===== config.mk =====
export PLATFORM = sky130hd
export DESIGN_NAME = clk_period_meter
export DESIGN_NICKNAME = d
export VERILOG_FILES = /design/src/rtl/clk_meas_pkg.sv /design/src/rtl/edge_detect.sv /design/src/rtl/clk_period_meter.sv
export SDC_FILE = /design/constraint.sdc
export NUM_CORES = 1
export LEC_CHECK = 0
export ABC_CLOCK_PERIOD_IN_PS = 2700
export BUFFER_PORTS_ARGS = -buffer_cell sky130_fd_sc_hd__buf_2
export CAP_MARGIN = 20
export CORE_MARGIN = 8
export CORE_UTILIZATION = 26
export CTS_CLUSTER_DIAMETER = 50
export DETAILED_ROUTE_END_ITERATION = 8
export GPL_TIMING_DRIVEN = 0
export PLACE_DENSITY = 0.42
export SLEW_MARGIN = 10
export SYNTH_ARGS = -nofsm -noshare
export SYNTH_HDL_FRONTEND = slang
export SYNTH_SLANG_ARGS = --single-unit
export TNS_END_PERCENT = 20

===== constraint.sdc =====
create_clock -name clk -period 2.7 [get_ports clk]
set_input_delay 0.27 -clock clk [delete_from_list [all_inputs] [get_ports clk]]
set_output_delay 0.27 -clock clk [all_outputs]
set_load 0.01 [all_outputs]

===== src/rtl/clk_meas_pkg.sv =====
// Shared types and helpers for the clock period meter family.
// Holds the measurement FSM encoding, the error counter width and a saturating increment.
package clk_meas_pkg;

  typedef enum logic [1:0] {
    ST_IDLE  = 2'd0,
    ST_FIRST = 2'd1,
    ST_RUN   = 2'd2
  } meas_state_e;

  localparam int ERR_W = 8;

  function automatic logic [ERR_W-1:0] sat_inc(input logic [ERR_W-1:0] v);
    logic [ERR_W-1:0] r;
    if (v == {ERR_W{1'b1}}) begin
      r = v;
    end else begin
      r = v + ERR_W'(1'b1);
    end
    return r;
  endfunction

endpackage


===== src/rtl/edge_detect.sv =====
// Two-stage sampler of a clk-synchronous signal with rise/fall strobes.
// The strobes lag the input transition by one clk.
module edge_detect (
  input  logic clk,
  input  logic rst,
  input  logic sig_in,
  output logic level,
  output logic rise,
  output logic fall
);

  logic s1_r;
  logic s2_r;

  // sample history used to find transitions
  always_ff @(posedge clk or posedge rst) begin
    if (rst) begin
      s1_r <= 1'b0;
      s2_r <= 1'b0;
    end else begin
      s1_r <= sig_in;
      s2_r <= s1_r;
    end
  end

  assign level = s1_r;
  assign rise  = s1_r & ~s2_r;
  assign fall  = ~s1_r & s2_r;

endmodule


===== src/rtl/clk_period_meter.sv =====
// Self-check for a derived clock: measures period and high time of sig_in in clk cycles,
// compares against EXP_PERIOD and reports lock, mismatch and stuck status.
module clk_period_meter
  import clk_meas_pkg::*;
#(
  parameter int EXP_PERIOD = 8,
  parameter int TOL        = 0,
  parameter int LOCK_COUNT = 4,
  parameter int MAX_PERIOD = 255,
  parameter int CNT_W      = $clog2(MAX_PERIOD + 1)
) (
  input  logic             clk,
  input  logic             rst,
  input  logic             sig_in,
  output logic [CNT_W-1:0] period,
  output logic [CNT_W-1:0] high_time,
  output logic             meas_valid,
  output logic             locked,
  output logic             mismatch,
  output logic             stuck,
  output logic [ERR_W-1:0] err_cnt
);

  localparam int CW1   = CNT_W + 1;
  localparam int RUN_W = $clog2(LOCK_COUNT + 1);
  localparam logic [CNT_W-1:0] MAX_C  = CNT_W'(MAX_PERIOD);
  localparam logic [CW1-1:0]   EXP_C  = CW1'(EXP_PERIOD);
  localparam logic [CW1-1:0]   TOL_C  = CW1'(TOL);
  localparam logic [RUN_W-1:0] LOCK_C = RUN_W'(LOCK_COUNT);

  logic             level_s;
  logic             rise_s;
  logic             fall_unused_s;
  logic [CNT_W-1:0] cnt_r;
  logic [CNT_W-1:0] hi_r;
  logic [RUN_W-1:0] run_r;
  logic [RUN_W-1:0] run_nxt_s;
  logic [CW1-1:0]   cnt_wide_s;
  logic [CW1-1:0]   diff_s;
  logic             match_s;
  meas_state_e      state_r;

  edge_detect u_edge (
    .clk    (clk),
    .rst    (rst),
    .sig_in (sig_in),
    .level  (level_s),
    .rise   (rise_s),
    .fall   (fall_unused_s)
  );

  // period and high-time counters, restarted by every detected rise
  always_ff @(posedge clk or posedge rst) begin
    if (rst) begin
      cnt_r <= '0;
      hi_r  <= '0;
    end else begin
      if (rise_s) begin
        cnt_r <= CNT_W'(1'b1);
      end else if (cnt_r < MAX_C) begin
        cnt_r <= cnt_r + CNT_W'(1'b1);
      end else begin
        cnt_r <= cnt_r;
      end
      if (rise_s) begin
        hi_r <= CNT_W'(1'b1);
      end else if (level_s && (hi_r < MAX_C)) begin
        hi_r <= hi_r + CNT_W'(1'b1);
      end else begin
        hi_r <= hi_r;
      end
    end
  end

  // tolerance check on the just-completed period and next match-run value
  always_comb begin
    cnt_wide_s = {1'b0, cnt_r};
    diff_s     = '0;
    run_nxt_s  = run_r;
    if (cnt_wide_s >= EXP_C) begin
      diff_s = cnt_wide_s - EXP_C;
    end else begin
      diff_s = EXP_C - cnt_wide_s;
    end
    match_s = (diff_s <= TOL_C);
    if (run_r < LOCK_C) begin
      run_nxt_s = run_r + RUN_W'(1'b1);
    end else begin
      run_nxt_s = run_r;
    end
  end

  // measurement FSM with registered report, lock and error outputs
  always_ff @(posedge clk or posedge rst) begin
    if (rst) begin
      state_r    <= ST_IDLE;
      period     <= '0;
      high_time  <= '0;
      meas_valid <= 1'b0;
      locked     <= 1'b0;
      mismatch   <= 1'b0;
      stuck      <= 1'b0;
      err_cnt    <= '0;
      run_r      <= '0;
    end else begin
      meas_valid <= 1'b0;
      mismatch   <= 1'b0;
      case (state_r)
        ST_IDLE: begin
          if (rise_s) begin
            stuck   <= 1'b0;
            state_r <= ST_FIRST;
          end else begin
            state_r <= ST_IDLE;
          end
        end
        ST_FIRST, ST_RUN: begin
          // a rise coinciding with counter saturation still reports
          if (rise_s) begin
            stuck      <= 1'b0;
            state_r    <= ST_RUN;
            period     <= cnt_r;
            high_time  <= hi_r;
            meas_valid <= 1'b1;
            if (match_s) begin
              run_r  <= run_nxt_s;
              locked <= (run_nxt_s == LOCK_C);
            end else begin
              mismatch <= 1'b1;
              run_r    <= '0;
              locked   <= 1'b0;
              err_cnt  <= sat_inc(err_cnt);
            end
          end else if (cnt_r == MAX_C) begin
            stuck   <= 1'b1;
            locked  <= 1'b0;
            run_r   <= '0;
            state_r <= ST_IDLE;
          end else begin
            state_r <= state_r;
          end
        end
        default: begin
          state_r <= ST_IDLE;
        end
      endcase
    end
  end

endmodule


==> qor.yml, run 1 <==
status: "completed"
cp_cell_sequence: "inv_1 > ha_1 > nor4b_2 > a211oi_1 > o2111ai_1 > o21ai_1 > mux2_2"
hp-class: "in -> async"
wl_per_cell_um: 12.7
fp.dieH_um: 114
path_depth: 7
yosysWarnings: 0
core_area_um2: 9590
r2r_slack_ns: 0.22
rows: 36
cts_hold_buf: 0
first_pass_iters: 4
synthMuxAreaShare: 0.0294
gp_congestion: 0.667
die_x_um: 114
htreeDepth: 2
synthTopCellsByCount: "dfrtp_1 (51), nand2_1 (42), inv_1 (15), nor2_1 (15), ha_1 (12)"
yosysMostFrequentCell: "dfrtp_1"
grt_pass1_wl_um: 8900
setup.worst_path.end: "run_r[0]"
cts_buffers: 5
drv_cap: 0
yosysSeqAreaShare: 0.508
yosys.area_share.simple: 0.211
crit_start: "cnt_r[3]"
clock-root-buffer: "clkbuf_8"
drtIter0Drc: 81
r2r_end: "run_r[0]"
dpl.hpwl_um: 3840
synth_area_per_cell_um2: 10.3
fill_cells: 988
skew_ns: 0.00603
post_cts_resize_count: 0
synth_edf_count: 0
period_share: 0.918
syn_to_final_growth_pct: 18.8
synth_cell_types: 51
grt_use_met1: 0.101
io_pins: 31
timing.fmax_mhz: 403
die-area_um2: 13100
async_flop_share: 1.00
antennaDiodeCount: 0
max_slew_margin: 0.581
cts_tree: "built"
worstRegToRegCells: 7
p_leak_uw: 0.00146
ys.flop_type: "dfrtp_1"
hold_viol: 0
max_stage_delay_ns: 0.55
grt_start_max_net_pins: 28
cts.clk_slew.worst_paths_ns: 0.10
start_util: 0.262
synth_top_area_cell: "dfrtp_1"
finalNetCount: 296
mappedNetlistArea_um2: 2510
power_density_nw_per_um2: 778
crit_family: "compound AO/OA/AOI/OAI gates"
grt_remaining_overflow: 0
tightest_slew_ns: 0.625
seq_area_um2: 1280
ant_nets: 0
drc: 0
synth_seq_cells: 51
path_buf_inv: 1
period_minus_slack_ns: 2.48
synth_fp_nets: 258
grt_setup_unrepaired: "false"
grt.total_usage: 0.0852
fin_total_pwr_uw: 2320
cp_max_fo: 9
worstSetupStartpointType: "flop"
layout-drive-gt1-share: 0.220
synth-compound-area-share: 0.0982
grt_pass1_vias: 1862
synth_top_family_by_area: "simple AND/OR/NAND/NOR gates"
synthAdderAreaFrac: 0.0598
viasPerCell: 4.29
cts.path.max_buffers: 2
antenna_found_initial: 0
multi_input_area_um2: 1130
yosysTopAreaCellShare: 0.508
cp_slowest_cell: "dfrtp_1"
synth_cells: 243
arrival_ns: 2.73
vdd_drop_max_mv: 0.226
setup_viol: 0
critPathCaptureType: "flop"
synth-xor-area-share: 0.0523
clk_latency_ns: 0.30
grtUsageMet2: 0.146
clock_sink_count: 51
setup-tns-final_ns: 0
via_count: 1781
grt_busiest_layer: "met2"
met3_usage: 0.0227
wl_um: 5290
post_cts_buffers: 0
cp.required_ns: 2.95
crit_type: "reg -> reg"
drv_slew: 0
r2r_start: "cnt_r[3]"
synth_top_cells_by_area: "dfrtp_1 (51%), nand2_1 (6.3%), ha_1 (6.0%), xor2_1 (2.8%), xnor2_1 (2.4%)"
portBuffers: 30
-- sequential cells by signal (all words and copies together), names as in the netlist, 2 cells and up --
| name | count |
|---|---|
| cnt_r | 8 |
| err_cnt | 8 |
| hi_r | 8 |
| high_time | 8 |
| period | 8 |
| run_r | 3 |
| state_r | 2 |
-- worst min path at each step --
stage	to	cells after the start	slack [ns]	start
after detailed placement	high_time[6]	2	0.37	rst
after global routing	meas_valid	2	0.05	rst
final	high_time[6]	2	0.008	rst
after floorplan	u_edge.level	0	0.30	sig_in
after CTS	high_time[6]	2	0.02	rst
after global placement	u_edge.level	1	0.38	sig_in
-- final cells by class --
| class | count | area share |
|---|---|---|
| sequential | 51 | 0.428 |
| tap | 133 | 0.0558 |
| clock inverter | 3 | 0.0226 |
| buffer | 8 | 0.0159 |
| multi-input combinational | 169 | 0.379 |
| timing repair buffer | 31 | 0.0570 |
| clock buffer | 5 | 0.0231 |
| inverter | 15 | 0.0189 |
-- routing by layer --
layer	vias to the layer above	share of wire	routed length, um
li1	907	-	-
met3	4	0.048	254
met2	26	0.48	2530
met1	844	0.46	2430
met5	-	0	0
met4	0	0.013	69
-- power breakdown --
group | switching, uW | leakage (uW) | internal (uW)
clock network | 265 | 0.0000644 | 370
logic | 355 | 0.000719 | 290
registers | 136 | 0.000679 | 906
-- logic make-up (layout without fill, tap and decap cells) --
family | count (synthesis) | in the layout
buffers and inverters | 23 | 62
adder cells (fa/ha/maj) | 12 | 12
flip-flops | 51 | 51
multiplexers | 6 | 6
AO/OA/AOI/OAI | 36 | 36
AND/OR/NAND/NOR | 100 | 100
XOR/XNOR | 15 | 15
-- cell usage in the layout, fill, tap and decap left out, drive strengths merged, types with 3 or more instances in the layout --
| master | Yosys | final |
|---|---|---|
| a21oi | 6 | 6 |
| a31oi | 4 | 4 |
| and3 | 3 | 3 |
| buf | 3 | 34 |
| clkbuf | 5 | 10 |
| dfrtp | 51 | 51 |
| ha | 12 | 12 |
| inv | 15 | 15 |
| mux2 | 5 | 5 |
| nand2 | 43 | 43 |
| nand2b | 3 | 3 |
| nand3 | 7 | 7 |
| nand4 | 4 | 4 |
| nor2 | 16 | 16 |
| nor3 | 8 | 8 |
| nor4 | 3 | 3 |
| o21ai | 12 | 12 |
| xnor2 | 7 | 7 |
| xor2 | 8 | 8 |
-- per-stage QoR --
step | instances | cell area (um^2) | utilization | hold WS [ns] | setup WS [ns]
after floorplan | 243 | 2510 | - | 0.301 | 0.673
after global placement | 406 | 2830 | 0.295 | 0.380 | 0.259
after detailed placement | 407 | 2850 | 0.297 | 0.372 | 0.222
after CTS | 415 | 2980 | 0.311 | 0.0223 | 0.206
after global routing | 415 | 2980 | 0.311 | 0.0469 | 0.0152
final | 415 | 2980 | 0.311 | 0.00805 | 0.221
-- worst register-to-register path, stage by stage, from the launching register on --
cell,delay [ns]
dfrtp_1,0.55
inv_1,0.19
ha_1,0.26
nor4b_2,0.19
a211oi_1,0.39
o2111ai_1,0.38
o21ai_1,0.28
mux2_2,0.18
(Power assumes the default switching activity.)
==> inputs of run 2 (changes only) <==
CELL_PAD_IN_SITES_DETAIL_PLACEMENT = 2   (was default)
CELL_PAD_IN_SITES_GLOBAL_PLACEMENT = 2   (was default)
CTS_BUF_LIST = sky130_fd_sc_hd__clkbuf_16   (was default)
PLACE_DENSITY = 0.67   (was 0.42)
==> run 2 against run 1 <==
Against the previous run:
- global-route usage up 1.9 points
- critical path depth unchanged
- worst hold slack improved by 0.0029 ns
- design area rose by 0.29%
- via count up 6.7%
- non-clock buffer count did not move
- sequential power about the same
- sequential cell count unchanged
- critical endpoint unchanged
- worst setup slack better by 0.012 ns
- sequential share of layout area down 0.13 points
- maximum frequency is 0.50% higher
- clock skew increased by 0.0017 ns
==> qor.yml, run 2 (synthesis results as in run 1) <==
status: "completed"
fin_total_pwr_uw: 2360  # +1.8%
timing.fmax_mhz: 405  # +0.50%
most-common-layout-cells: "dfrtp_1 (51), nand2_1 (42), buf_2 (31)"
die-area_um2: 13100  # unchanged
grt_pass1_vias: 2148  # +15%
dpl.hpwl_um: 4650  # +21%
wl_per_cell_um: 15.2  # +19%
clockPowerShare: 0.271  # -0.002
final_common_cell: "dfrtp_1"
cts.clk_slew.worst_paths_ns: 0.07  # -0.03 ns
drv_cap: 0  # unchanged
power_frac_seq: 0.445  # -0.004
clock_sink_count: 51  # unchanged
drtIter0Drc: 37  # -54%
hp-class: "in -> async"
final_core_util: 0.312  # +0.000913
first_pass_iters: 4  # unchanged
setup-tns-final_ns: 0  # unchanged
skew_ns: 0.00769  # +0.00166 ns
period_minus_slack_ns: 2.47  # -0.0123 ns
ant_nets: 0  # unchanged
fp.dieH_um: 114  # unchanged
grt_start_max_net_pins: 29  # +3.6%
grt_pass1_wl_um: 10900  # +23%
cts_buffers: 5  # unchanged
postLayoutCellArea_um2: 2990  # +0.29%
layout-drive-gt1-share: 0.220  # unchanged
post_cts_buffers: 0  # unchanged
vdd_drop_max_mv: 0.256  # +13%
dpl_cell_area_um2: 2850  # unchanged
die_x_um: 114  # unchanged
arrival_ns: 2.70  # -0.03 ns
grt_setup_unrepaired: "false"
timing.hold.ws_ns: 0.0109  # +0.00287 ns
wl_um: 6310  # +19%
grt.total_usage: 0.104  # +0.0191
p_sw_uw: 820  # +8.5%
grt_remaining_overflow: 0  # unchanged
drv_slew: 0  # unchanged
start_util: 0.262  # unchanged
antennaDiodeCount: 0  # unchanged
core_area_um2: 9590  # unchanged
syn_to_final_growth_pct: 19.2
htreeDepth: 2  # unchanged
antenna_found_initial: 0  # unchanged
tightest_slew_ns: 0.649  # +0.0238 ns
via_count: 1900  # +6.7%
clk_latency_ns: 0.29  # about the same
rows: 36  # unchanged
critPathCaptureType: "flop"
power.internal_uw: 1540  # -1.4%
crit_type: "reg -> reg"
viasPerCell: 4.58  # +6.7%
hold_viol: 0  # unchanged
cts.path.max_buffers: 2  # unchanged
p_leak_uw: 0.00146  # about the same
power_density_nw_per_um2: 789  # +1.5%
cp.required_ns: 2.93  # -0.02 ns
max_slew_margin: 0.565  # -0.0160
gp_congestion: 0.683  # +2.4%
cts_hold_buf: 0  # unchanged
clock-root-buffer: "clkbuf_16"
finalNetCount: 296  # unchanged
io_pins: 31  # unchanged
setup_viol: 0  # unchanged
cp_max_fo: 9  # unchanged
power_frac_comb: 0.285  # +0.007
period_share: 0.914  # -0.00456
worstSetupStartpointType: "flop"
drc: 0  # unchanged
p_sw_frac: 0.347  # +0.0213
post_cts_resize_count: 0  # unchanged
cts_tree: "built"
portBuffers: 30  # unchanged
-- run 2: cell types whose count changed in the layout (fill, tap and decap cells not counted) --
cell,before,now
clkbuf_16,0,5
bufinv_16,2,0
clkinv_2,0,1
clkbuf_8,5,0
clkinvlp_4,1,2
-- run 2: path summary, 6_finish.rpt --
path | endpoint | slack [ns] | from | cells past startpoint
worst min-delay path | hi_r[2] | 0.01 | rst | 2
min in group clk | u_edge.level | 0.09 | sig_in | 1
worst max register to register | run_r[0] | 0.23 | cnt_r[3] | 7
max in group asynchronous | period[1] | 2.13 | rst | 3
worst min register to register | u_edge.s2_r | 0.46 | u_edge.level | 0
worst max-delay path | run_r[0] | 0.23 | cnt_r[3] | 7
-- run 2: through the flow --
step           worst slack (ns)  instances
2_1_floorplan             0.673        243
3_3_place_gp              0.221        406
3_5_place_dp              0.228        407
4_1_cts                   0.211        415
5_1_grt                  0.0858        415
6_report                  0.233        415
-- run 2: worst max-delay path, cell delays in order (launching register included) --
cell       delay [ns]
dfrtp_1          0.54
inv_1            0.18
ha_1             0.27
nor4b_2          0.19
a211oi_1         0.37
o2111ai_1        0.38
o21ai_1          0.28
mux2_2           0.18
-- run 2: final cells by class --
class	instances	area (um^2)
inverter	15	56.3
tap	133	166
timing repair buffer	31	170
fill	1067	6600
clock inverter	3	20.0
buffer	8	47.5
multi-input combinational	169	1130
clock buffer	5	125
sequential	51	1280
-- run 2: power by group through the flow --
stage | Sequential (uW) | Clock, uW | Combinational, uW
detailed placement | 1070 | 0 | 688
finish | 1050 | 640 | 672
global route | 1080 | 690 | 767
CTS | 1060 | 668 | 694
floorplan | 1080 | 0 | 426
global placement | 1060 | 0 | 657
-- run 2: layer usage --
| layer | GRT usage | part of all wire | wire length [um] | up-vias |
|---|---|---|---|---|
| met5 | 0 | 0 | 0 | - |
| met4 | 0.0302 | 0.0073 | 46 | 0 |
| met3 | 0.0258 | 0.038 | 240 | 2 |
| met2 | 0.190 | 0.51 | 3220 | 23 |
| met1 | 0.117 | 0.44 | 2810 | 971 |
| li1 | - | - | - | 904 |
==> inputs of run 3 (changes only) <==
CELL_PAD_IN_SITES_DETAIL_PLACEMENT = 1   (was 2)
CELL_PAD_IN_SITES_GLOBAL_PLACEMENT = 1   (was 2)
PLACE_DENSITY = 0.58   (was 0.67)
==> run 3 against run 2 <==
Against the previous run:
- routed wire length decreased by 8.4%
- register-to-register slack worse by 0.05 ns
- cell count is the same
- sequential cell count is the same
- maximum frequency is 1.9% lower
- combinational power decreased by 0.7%
- first-iteration DRC count increased by 84%
- die area unchanged
- global-route usage is 0.99 points lower
- highest routed layer unchanged
==> qor.yml, run 3 (synthesis results as in run 1) <==
clock_sink_count: 51  # unchanged
final_cells: 415  # unchanged
setup-tns-final_ns: 0  # unchanged
drv_slew: 0  # unchanged
r2r_start: "cnt_r[3]"
syn_to_final_growth_pct: 19.8
power_density_nw_per_um2: 787  # -0.35%
start_util: 0.262  # unchanged
drc: 0  # unchanged
critPathCaptureType: "flop"
status: "completed"
die_x_um: 114  # unchanged
hold_viol: 0  # unchanged
cp.required_ns: 2.93  # about the same
htreeDepth: 2  # unchanged
first_pass_iters: 4  # unchanged
grt_pass1_wl_um: 9860  # -9.9%
grtUsageMet2: 0.162  # -0.0276
max_slew_margin: 0.540  # -0.0248
cts_hold_buf: 0  # unchanged
finalNetCount: 296  # unchanged
grt.total_usage: 0.0944  # -0.00989
cts.path.max_buffers: 2  # unchanged
portBuffers: 30  # unchanged
hp-class: "in -> async"
post_cts_resize_count: 0  # unchanged
r2r_end: "run_r[0]"
grt_busiest_layer: "met2"
pre_cts_ws_ns: 0.199  # -0.0295 ns
placed_cells: 407  # unchanged
io_pins: 31  # unchanged
dpl.hpwl_um: 4300  # -7.5%
core_area_um2: 9590  # unchanged
viasPerCell: 4.52  # -1.3%
grt_start_max_net_pins: 31  # +6.9%
grt_pass1_vias: 1960  # -8.8%
met3_usage: 0.0174  # -0.00844
cts_tree: "built"
gp_congestion: 0.738  # +8.1%
antenna_found_initial: 0  # unchanged
final_common_cell: "dfrtp_1"
vdd_drop_max_mv: 0.304  # +19%
cp_max_fo: 9  # unchanged
crit_start: "cnt_r[3]"
setup_viol: 0  # unchanged
cts.clk_slew.worst_paths_ns: 0.07  # about the same
clk_latency_ns: 0.29  # about the same
period_minus_slack_ns: 2.51  # +0.0469 ns
tightest_slew_ns: 0.689  # +0.0406 ns
grt_use_met1: 0.117  # -0.000450
timing.fmax_mhz: 398  # -1.9%
grt_remaining_overflow: 0  # unchanged
grt_setup_unrepaired: "false"
wl_per_cell_um: 13.9  # -8.4%
ant_nets: 0  # unchanged
worstRegToRegCells: 7  # unchanged
most-common-layout-cells: "dfrtp_1 (51), nand2_1 (42), buf_2 (31)"
die-area_um2: 13100  # unchanged
clock-root-buffer: "clkbuf_16"
skew_ns: 0.00455  # -0.00314 ns
p_leak_uw: 0.00148  # +0.91%
rows: 36  # unchanged
cts_buffers: 5  # unchanged
drv_cap: 0  # unchanged
drtIter0Drc: 68  # +84%
final.setup.worst_slack_ns: 0.186  # -0.0469 ns
period_share: 0.931  # +0.0174
layout-drive-gt1-share: 0.220  # unchanged
via_count: 1875  # -1.3%
worstSetupStartpointType: "flop"
crit_type: "reg -> reg"
fp.dieH_um: 114  # unchanged
r2r_slack_ns: 0.19  # -0.05 ns
wl_um: 5780  # -8.4%
antennaDiodeCount: 0  # unchanged
post_cts_buffers: 0  # unchanged
arrival_ns: 2.75  # +0.05 ns
## run 3: changes by cell type in the layout (fill, tap and decap cells not counted)
cell        before  now
clkinv_4         0    2
clkinvlp_4       2    0
buf_12           1    0
buf_16           0    1
clkinv_2         1    0
inv_8            0    1
## run 3: worst max path at each step
stage / to / cells past startpoint
after floorplan: err_cnt[6] / 7
final: run_r[0] / 7
after detailed placement: run_r[0] / 7
after global placement: run_r[0] / 7
after global routing: run_r[1] / 7
after CTS: run_r[0] / 7
## run 3: worst max-delay path, stage by stage, from the launching register on
cell	delay, ns
dfrtp_1	0.53
inv_1	0.18
ha_1	0.27
nor4b_2	0.19
a211oi_1	0.42
o2111ai_1	0.40
o21ai_1	0.29
mux2_2	0.18
## run 3: power breakdown
part | internal, uW | switching (uW)
sequential | 906 | 140
clock | 354 | 300
combinational | 293 | 374
total | 1550 | 814
## run 3: final cells by class
cell class / instances / area, um^2
fill: 1114 / 6590
sequential: 51 / 1280
multi-input combinational: 169 / 1130
timing repair buffer: 31 / 178
tap: 133 / 166
clock buffer: 5 / 125
inverter: 15 / 56.3
buffer: 8 / 47.5
clock inverter: 3 / 28.8
## run 3: layer usage
layer | wire (um) | share of wire
met1 | 2650 | 0.46
met2 | 2880 | 0.50
met3 | 205 | 0.035
met4 | 46 | 0.0080
met5 | 0 | 0
## run 3: through the flow
stage	total power, uW	hold slack [ns]	cell area [um^2]	util
5_1_grt	2540	0.0850	3010	0.314
3_3_place_gp	1710	0.381	2830	0.295
3_5_place_dp	1750	0.387	2860	0.298
2_1_floorplan	1500	0.301	2510	-
6_report	2370	0.0837	3010	0.314
4_1_cts	2430	0.0836	3010	0.314
